File: src/rtl/note_player.sv
// note_player: fetches a note's phase step from the frequency ROM and plays it for N beats.
// Latency: step_size valid 2 cycles after the load strobe; done_with_note is combinational in the completing cycle.
// Backpressure: loads are only accepted in IDLE; play_enable=0 freezes the beat count, state and sample advance.
// Ports: clk/reset (sync, active-low); play_enable, load_new_note, note_to_load, duration_to_load, beat,
//        generate_next_sample in; rom_addr out / rom_data in; step_size, generate_next, done_with_note, busy out.
module note_player #(
  parameter int NOTE_W = 6,
  parameter int DUR_W  = 6
) (
  input  logic              clk,
  input  logic              reset,
  input  logic              play_enable,
  input  logic              load_new_note,
  input  logic [NOTE_W-1:0] note_to_load,
  input  logic [DUR_W-1:0]  duration_to_load,
  input  logic              beat,
  input  logic              generate_next_sample,
  output logic [NOTE_W-1:0] rom_addr,
  input  logic [19:0]       rom_data,
  output logic [19:0]       step_size,
  output logic              generate_next,
  output logic              done_with_note,
  output logic              busy
);

  typedef enum logic [1:0] {IDLE, FETCH, PLAY} state_t;

  state_t            state;
  state_t            next_state;
  logic [DUR_W-1:0]  beat_cnt;
  logic              finish;

  // Completion: a zero count finishes at once, a count of one finishes on its beat.
  // Gated by reset so a reset cycle can never emit a done pulse; gated by
  // play_enable so a paused note stays frozen.
  assign finish = reset && (state == PLAY) && play_enable &&
                  ((beat_cnt == '0) || ((beat_cnt == DUR_W'(1)) && beat));

  // State register
  always_ff @(posedge clk) begin
    if (!reset) state <= IDLE;
    else        state <= next_state;
  end

  // Next-state logic
  always_comb begin
    next_state = state;
    case (state)
      IDLE:    if (load_new_note) next_state = FETCH;
      FETCH:   next_state = PLAY;
      PLAY:    if (finish) next_state = IDLE;
      default: next_state = IDLE;
    endcase
  end

  // Output logic
  always_comb begin
    done_with_note = finish;
    busy           = (state != IDLE);
    generate_next  = reset && generate_next_sample && play_enable && (state == PLAY);
  end

  // Datapath: note address, beat counter and registered step size
  always_ff @(posedge clk) begin
    if (!reset) begin
      rom_addr  <= '0;
      beat_cnt  <= '0;
      step_size <= '0;
    end else begin
      case (state)
        IDLE: begin
          step_size <= '0;
          if (load_new_note) begin
            rom_addr <= note_to_load;
            beat_cnt <= duration_to_load;
          end
        end
        FETCH: begin
          // A rest must be silent whatever the ROM holds at address 0.
          step_size <= (rom_addr == '0) ? 20'd0 : rom_data;
        end
        PLAY: begin
          if (finish) begin
            step_size <= '0;
            beat_cnt  <= '0;
          end else if (play_enable && beat && (beat_cnt != '0)) begin
            beat_cnt <= beat_cnt - DUR_W'(1);
          end
        end
        default: begin
          step_size <= '0;
        end
      endcase
    end
  end

endmodule

File: config.mk
export PLATFORM = sky130hd
export DESIGN_NAME = note_player
export DESIGN_NICKNAME = d
export VERILOG_FILES = /design/src/rtl/note_player.sv
export SDC_FILE = /design/constraint.sdc
export NUM_CORES = 1
export LEC_CHECK = 0
export ABC_AREA = 1
export CORE_MARGIN = 2
export CORE_UTILIZATION = 42
export CTS_CLUSTER_SIZE = 25
export DETAILED_ROUTE_END_ITERATION = 12
export PLACE_DENSITY = 0.79
export REMOVE_ABC_BUFFERS = 1
export SETUP_SLACK_MARGIN = 0.02
export SYNTH_ARGS = -nofsm -noshare
export SYNTH_HDL_FRONTEND = slang
export SYNTH_SLANG_ARGS = --single-unit
File: constraint.sdc
create_clock -name clk -period 2.14 [get_ports clk]
set_clock_uncertainty 0.05 [all_clocks]
set_input_delay 0.642 -clock clk [delete_from_list [all_inputs] [get_ports clk]]
set_output_delay 0.642 -clock clk [all_outputs]
set_load 0.01 [all_outputs]
# Yosys cells after proc, flatten, opt, wreduce, memory -nomap -nowiden
# Cells that the tools add are included.
op_classes:
  addsub: 1
  eq_ne: 6
  n_mux: 10
  reduce_logical: 19
op_table:
  columns: ["cell", "n"]
  rows:
  - ["$mux W20", 2]
  - ["$pmux W20 S2", 1]
  - ["$mux W6", 3]
  - ["$logic_not A6 Y1", 2]
  - ["$pmux W6 S2", 1]
  - ["$logic_and A1 B1 Y1", 9]
  - ["$eq A6 B1 Y1 const B", 1]
  - ["$pmux W2 S3", 1]
  - ["$reduce_bool A6 Y1", 1]
  - ["$sub A6 B1 Y6 const B", 1]
  - ["$mux W2", 2]
  - ["$ne A2 B2 Y1 const B", 2]
  - ["$reduce_and A2 Y1", 2]
  - ["$reduce_bool A2 Y1", 2]
  - ["$ne A3 B2 Y1 const B", 1]
  - ["$reduce_and A3 Y1", 1]
  - ["$eq A2 B1 Y1 const B", 1]
  - ["$eq A2 B2 Y1 const B", 1]
  - ["$logic_not A2 Y1", 1]
  - ["$logic_or A1 B1 Y1", 1]
word_totals:
  ff_bits: 34
  input_bits: 38
  out_inout_bits: 29
  word_cells: 40

# Logic depth before layout (Yosys ltp)
# Gate-level depths: netlist of the first run.
depth:
  depth_word: 6
  depth_mapped: 11
  depth_no_buf: 10

# Worst setup path after synthesis of the first run
# OpenSTA, ideal clock, no wires.
synth_timing:
  path_type: "input to output"
  from: "input port play_enable"
  to: "output port done_with_note"
  arrival_ns: 1.235
  slack_ns: 0.213
  path_stages: 6
  path_cell_list: "nand2_2 > nor2_2 > nand3_2 > buf_6 > buf_6 > inv_1"
synth_between:
  elab_chain_len: 2
synth_lines:
  columns: ["item", "line", "source"]
  rows:
  - ["from (decl)", "12", "input logic play_enable,"]
  - ["$logic_and A1 B1 Y1 (2 in series)", "36", "assign finish = reset && (state == PLAY) && play_enable &&"]
  - ["to (decl)", "22", "output logic done_with_note,"]
# Every way passes these cells.

# Final worst setup path of the first run
layout_timing:
  from: "register state[1]"
  to: "output port busy"
layout_between:
  elab_chain_len: 1
layout_lines:
  columns: ["item", "line", "source"]
  rows:
  - ["from (decl)", "28", "state_t state;"]
  - ["from (signal assigned)", "42", "else state <= next_state;"]
  - ["$reduce_bool A2 Y1", "59", "busy = (state != IDLE);"]
  - ["to (decl)", "23", "output logic busy"]
# Every way passes these cells.

==> flow_summary_export.csv, run 1 <==
group,metric,value,unit
layout,seqCellArea,681,sq um
status,outcome,"finished, final reports clean",
global_routing,grt_pass1_vias,1583,
cts,cts_tree,"built",
floorplan,num_io_pins,67,
sta,worst_slew_pin_slew,0.797,ns
pwr,power_frac_comb,24.3,%
critical_path,crit_type,"flop to output pin",
pwr,switchingPower,0.000458,W
cts,clockRootBuffer,"clkbuf_8",
worst_hold_path,hold_class,"flop to flop",
pwr,swShare,29.1,%
sta,max_slew_margin,46.7,%
routing,drt_first_pass_iters,4,
sta,max_freq,487,MHz
routing,viasPerCell,4.97,
yosys,synthTopCellsByArea,"dfxtp_1 (42%), nand3_1 (15%), nand2_1 (8.8%)",
critical_path,r2r-end,"beat_cnt[4]",
sta,report.final.slew_viol_count,0,
yosys,synthesis.area,1620,sq um
global_routing,grt_max_degree,29,
critical_path,r2r_start,"beat_cnt[1]",
pwr,p_seq_share,44.5,%
pwr,total_power,0.00157,W
global_routing,globalRouteOverflowTotal,0,
sta,fin_crit,2.05,ns
layout,diodes,0,
sta,fin_crit_sh,95.9,%
cts,clk_latency,0.28,ns
placement,dp_hpwl,3.01,mm
sta,hold_violations,0,
floorplan,initial_core_util,43.8,%
cts,clk_pin_slew,0.07,ns
critical_path,r2r_slack,0.39,ns
worst_hold_path,hold_depth,2,
layout,final_layout_size_suffix_gt1_share,9.43,%
pwr,power.density,655,nW/um^2
global_routing,grt_first_pass_wirelength,6.84,mm
cts,cts_made_buffers,5,
cts,cts_sinks,34,
yosys,synth_top_cell_by_area,"dfxtp_1",
yosys,avgSynthCellArea,7.09,sq um
floorplan,rows,22,
yosys,synth_seq_cells,34,
critical_path,reg2reg_depth,11,
yosys,synth_seq_area_share,42.1,%
yosys,yosys.area.top_type_share,42.1,%
yosys,synth_cell_type_count,22,
cts,post_cts_buffers,0,
layout,area_growth_syn_to_layout,48.5,%
routing,drc_errors,0,
global_routing,antenna_found_initial,0,
pwr,p_leak,1.00,nW
sta,rsz0062_at_grt,"false",
critical_path,cp-start-kind,"flop",
floorplan,core_area,3690,sq um
routing,wl,4.32,mm
worst_hold_path,worst_hold_path.endpoint,"step_size[8]",
pwr,irDropWorstVdd,546,uV
critical_path,cp_max_fo,3,
global_routing,grt.total_usage,20.1,%
placement,io_buffers,66,
routing,ant_nets,0,
routing,wire_per_inst,12.5,microns
layout,nNetsFinal,337,
placement,place_congestion,0.826,
worst_hold_path,hold_path_startpoint,"step_size[8]",
routing,num_vias,1713,
sta,fin_ws,0.0884,ns
sta,finalSetupViolCount,0,
pwr,p_int,0.00111,W
pwr,power_frac_clock,31.2,%
job,drv_cap,0,
cts,cts_hold_buf,0,
floorplan,die_w,66.0,microns
cts,h-tree-depth,2,
placement,pre_cts_ws,-0.602,ns
layout,multi_input_area,795,sq um
routing,drt-initial-drc-count,98,
floorplan,die_h,66.0,microns
critical_path,crit_required,1.45,ns
yosys,yosysWarningCount,0,
critical_path,cp-end-kind,"output pin",
floorplan,dieArea,4360,sq um
layout,n_fill_cell,347,
yosys,syn_inst,228,
critical_path,cp.arrival,1.36,ns
cts,clock_path_buffers,2,
==> logic make-up after synthesis <==
group / after synthesis / share of synthesized area, %
DFF: 34 / 42.1
adders and majority gates: 3 / 2.32
buffers and inverters: 28 / 9.06
and+or+nand+nor: 134 / 37.3
xor gates and xnor gates: 1 / 0.542
AOI/OAI and AO/OA: 28 / 8.67
==> what timing repair did <==
item,CTS,global route
endpoints found under the setup margin,2,1
resized for setup,13,1
gates cloned,0,0
==> placed cells by master (no fill, tap or decap), drive strengths merged, types with 3 or more instances in the layout <==
master / n
nor2: 38
a21oi: 21
dlygate4sd2: 3
ha: 3
buf: 10
inv: 15
dfxtp: 34
o21ai: 7
clkdlybuf4s50: 61
nand3: 52
clkbuf: 6
nand2: 41
==> stage by stage <==
step / setup TNS (ns) / hold WS (ns) / util [%] / std cells / cell area (sq um)
2_1_floorplan: 0 / 0.454 / - / 215 / 1530
3_3_place_gp: -1.80 / 0.417 / 62.6 / 337 / 2310
3_5_place_dp: -2.00 / 0.425 / 62.6 / 337 / 2310
4_1_cts: 0 / 0.435 / 64.9 / 345 / 2390
5_1_grt: 0 / 0.450 / 65.1 / 345 / 2400
6_report: 0 / 0.430 / 65.1 / 345 / 2400
==> layout make-up <==
cell class,instances,area share (%)
repair buffers,74,29.7
inverters,15,2.35
clock buffers,6,3.44
clock inverters,2,0.521
well taps,48,2.50
multi-input cells,166,33.1
flip-flops and latches,34,28.4
==> sequential cells by signal (all words and copies together), names as in the netlist <==
register,count
rom_addr,6
step_size,20
state,2
beat_cnt,6
==> power by group through the flow <==
stage	Sequential [W]	Clock, W	Combinational, W
2_1_floorplan	0.000719	0	0.000190
3_3_place_gp	0.000713	0	0.000376
3_5_place_dp	0.000714	0	0.000382
4_1_cts	0.000700	0.000502	0.000382
5_1_grt	0.000704	0.000532	0.000422
6_report	0.000700	0.000491	0.000382
==> worst max path at each step <==
stage	cells after the start	slack, ns	startpoint	to
6_report	3	0.09	state[1]	busy
5_1_grt	3	0.02	generate_next_sample	generate_next
4_1_cts	3	0.04	generate_next_sample	generate_next
3_5_place_dp	6	-0.60	reset	done_with_note
3_3_place_gp	6	-0.59	reset	done_with_note
2_1_floorplan	4	0.11	play_enable	done_with_note
==> metal layers <==
metal / routed length [microns] / up-vias / track usage, %
met5: 0 / - / 0
met4: 38 / 0 / 6.12
met3: 234 / 4 / 5.11
met2: 2130 / 51 / 35.1
met1: 1920 / 778 / 24.1
li1: - / 880 / -
==> cell usage after synthesis, drive strengths merged <==
library cell   n
a21oi         21
inv           15
nand3b         1
nor3b          1
ha             3
nor2          38
o21ai          7
clkbuf         5
xor2           1
nand2         41
nand3         52
dfxtp         34
nand4          1
buf            8
==> worst max-delay path, stage by stage, from the launching register on <==
cell and delay (ns):
dfxtp_1 0.40, nor2_1 0.06, inv_1 0.07, clkdlybuf4s50_1 0.55
Power figures use the tool's default switching activity.
==> inputs of run 2 (changes only) <==
--- a/config.mk
+++ b/config.mk
@@ -10,6 +10,7 @@
 export CORE_UTILIZATION = 42
 export CTS_CLUSTER_SIZE = 25
 export DETAILED_ROUTE_END_ITERATION = 12
+export GPL_TIMING_DRIVEN = 0
 export PLACE_DENSITY = 0.79
 export REMOVE_ABC_BUFFERS = 1
 export SETUP_SLACK_MARGIN = 0.02
==> flow_summary_export.csv, run 2 (synthesis gave the netlist of run 1 again) <==
group,metric,value,unit
status,outcome,"finished, final reports clean",
cts,cts_sinks,34,
sta,rsz0062_at_grt,"false",
layout,layout_common_cells,"clkdlybuf4s50_1 (61), nand3_1 (50), nand2_1 (37)",
floorplan,initial_core_util,43.8,%
sta,finalSetupViolCount,0,
critical_path,cp.arrival,1.37,ns
sta,max_freq,484,MHz
routing,num_vias,1737,
routing,ant_nets,0,
critical_path,cp-end-kind,"output pin",
pwr,total_power,0.00159,W
routing,drt_first_pass_iters,4,
critical_path,crit_required,1.45,ns
cts,h-tree-depth,2,
placement,io_buffers,66,
layout,reg.largest.list,"step_size (20), beat_cnt (6), rom_addr (6)",
sta,fin_crit_sh,96.4,%
layout,stdcell_area,2390,sq um
placement,placed_cell_area,2250,sq um
routing,drt-initial-drc-count,128,
pwr,power.density,664,nW/um^2
routing,viasPerCell,5.09,
routing,drc_errors,0,
job,drv_cap,0,
critical_path,cp-start-kind,"primary input",
floorplan,num_io_pins,67,
global_routing,grt_pass1_vias,1606,
critical_path,r2r_slack,0.36,ns
pwr,p_leak,0.977,nW
global_routing,globalRouteOverflowTotal,0,
layout,diodes,0,
critical_path,r2r_start,"beat_cnt[1]",
layout,layout_commonest_cell,"clkdlybuf4s50_1",
routing,wl,4.38,mm
pwr,irDropWorstVdd,404,uV
floorplan,rows,22,
cts,cts_made_buffers,5,
routing,wire_per_inst,12.9,microns
layout,largest_reg_flops,20,
worst_hold_path,hold_class,"flop to flop",
layout,top_register,"step_size",
global_routing,grt_max_degree,29,
floorplan,core_area,3690,sq um
sta,fin_crit,2.06,ns
cts,clk_latency,0.29,ns
layout,area_growth_syn_to_layout,47.9,%
critical_path,cp-startpoint,"generate_next_sample",
critical_path,path_cells,"clkdlybuf4s50_1 > nor3b_2 > buf_2",
global_routing,grt_first_pass_wirelength,7.07,mm
sta,worst_slew_pin_slew,0.840,ns
critical_path,r2r-end,"beat_cnt[0]",
worst_hold_path,hold_path_startpoint,"step_size[3]",
floorplan,die_w,66.0,microns
placement,dp_hpwl,2.74,mm
cts,clockRootBuffer,"clkbuf_8",
placement,place_congestion,0.738,
critical_path,reg2reg_depth,11,
layout,final_layout_size_suffix_gt1_share,9.90,%
sta,max_slew_margin,44.0,%
global_routing,grt.total_usage,21.2,%
layout,nNetsFinal,333,
cts,cts_tree,"built",
critical_path,crit_path_end,"generate_next",
global_routing,antenna_found_initial,0,
critical_path,crit_type,"primary input to output pin",
sta,report.final.slew_viol_count,0,
floorplan,die_h,66.0,microns
critical_path,max_stage_delay,0.44,ns
cts,clk_pin_slew,0.07,ns
sta,hold_violations,0,
sta,whs,0.429,ns
cts,clock_path_buffers,2,
critical_path,slowest_stage,"clkdlybuf4s50_1",
floorplan,dieArea,4360,sq um
critical_path,cp_max_fo,1,
[run 2: cell count changes in the layout (fill, tap and decap cells not counted), sizes merged]
cell / change
clkbuf: +1
nand3: +1
dlygate4sd2: -1
buf: -5
[run 2: power breakdown]
part	internal [W]	leakage [nW]	switching [W]	total, W
registers	0.000672	0.278	0.0000296	0.000701
clock network	0.000259	0.0472	0.000240	0.000499
logic	0.000178	0.652	0.000210	0.000388
total	0.00111	0.977	0.000479	0.00159
[run 2: worst min-delay path by stage]
stage,end,slack (ns),cells after the start
2_1_floorplan,step_size[0],0.45,2
3_3_place_gp,step_size[11],0.42,2
3_5_place_dp,step_size[7],0.42,2
4_1_cts,step_size[7],0.43,2
5_1_grt,step_size[14],0.45,2
6_report,step_size[3],0.43,2
[run 2: cell type report]
type / count / area [sq um]
fillers: 349 / 1300
multi-input cells: 167 / 825
flip-flops and latches: 34 / 681
inverters: 15 / 56.3
well taps: 48 / 60.1
clock buffers: 6 / 82.6
clock inverters: 2 / 12.5
repair buffers: 69 / 674
[run 2: what timing repair did]
action | CTS | global route
setup buffers | 3 | 0
pin swaps | 3 | 0
hold buffers | 0 | 0
endpoints found under the setup margin | 29 | 1
gates resized for setup | 21 | 3
gates cloned | 1 | 0
[run 2: per-layer routing]
metal / share of wire [%] / wire length [microns] / global-route usage, % / vias to the layer above
met2: 50 / 2190 / 36.1 / 73
li1: - / - / - / 873
met3: 6.9 / 301 / 5.28 / 10
met5: 0 / 0 / 0 / -
met1: 40 / 1770 / 24.6 / 781
met4: 2.8 / 122 / 10.5 / 0
[run 2: critical path, delay by kind of cell]
kind          cells  cell delay (ns)
buf+inv           2             0.59
simple gates      1             0.14
[run 2: stage by stage]
stage                     worst slack (ns)  TNS [ns]  utilization, %  std cells
after floorplan                      0.111         0               -        215
after global placement               -1.44    -18.56            60.9        329
after detailed placement             -1.44    -18.53            60.9        329
after CTS                           0.0454         0            64.6        341
after global routing                0.0300         0            64.8        341
final                               0.0760         0            64.8        341
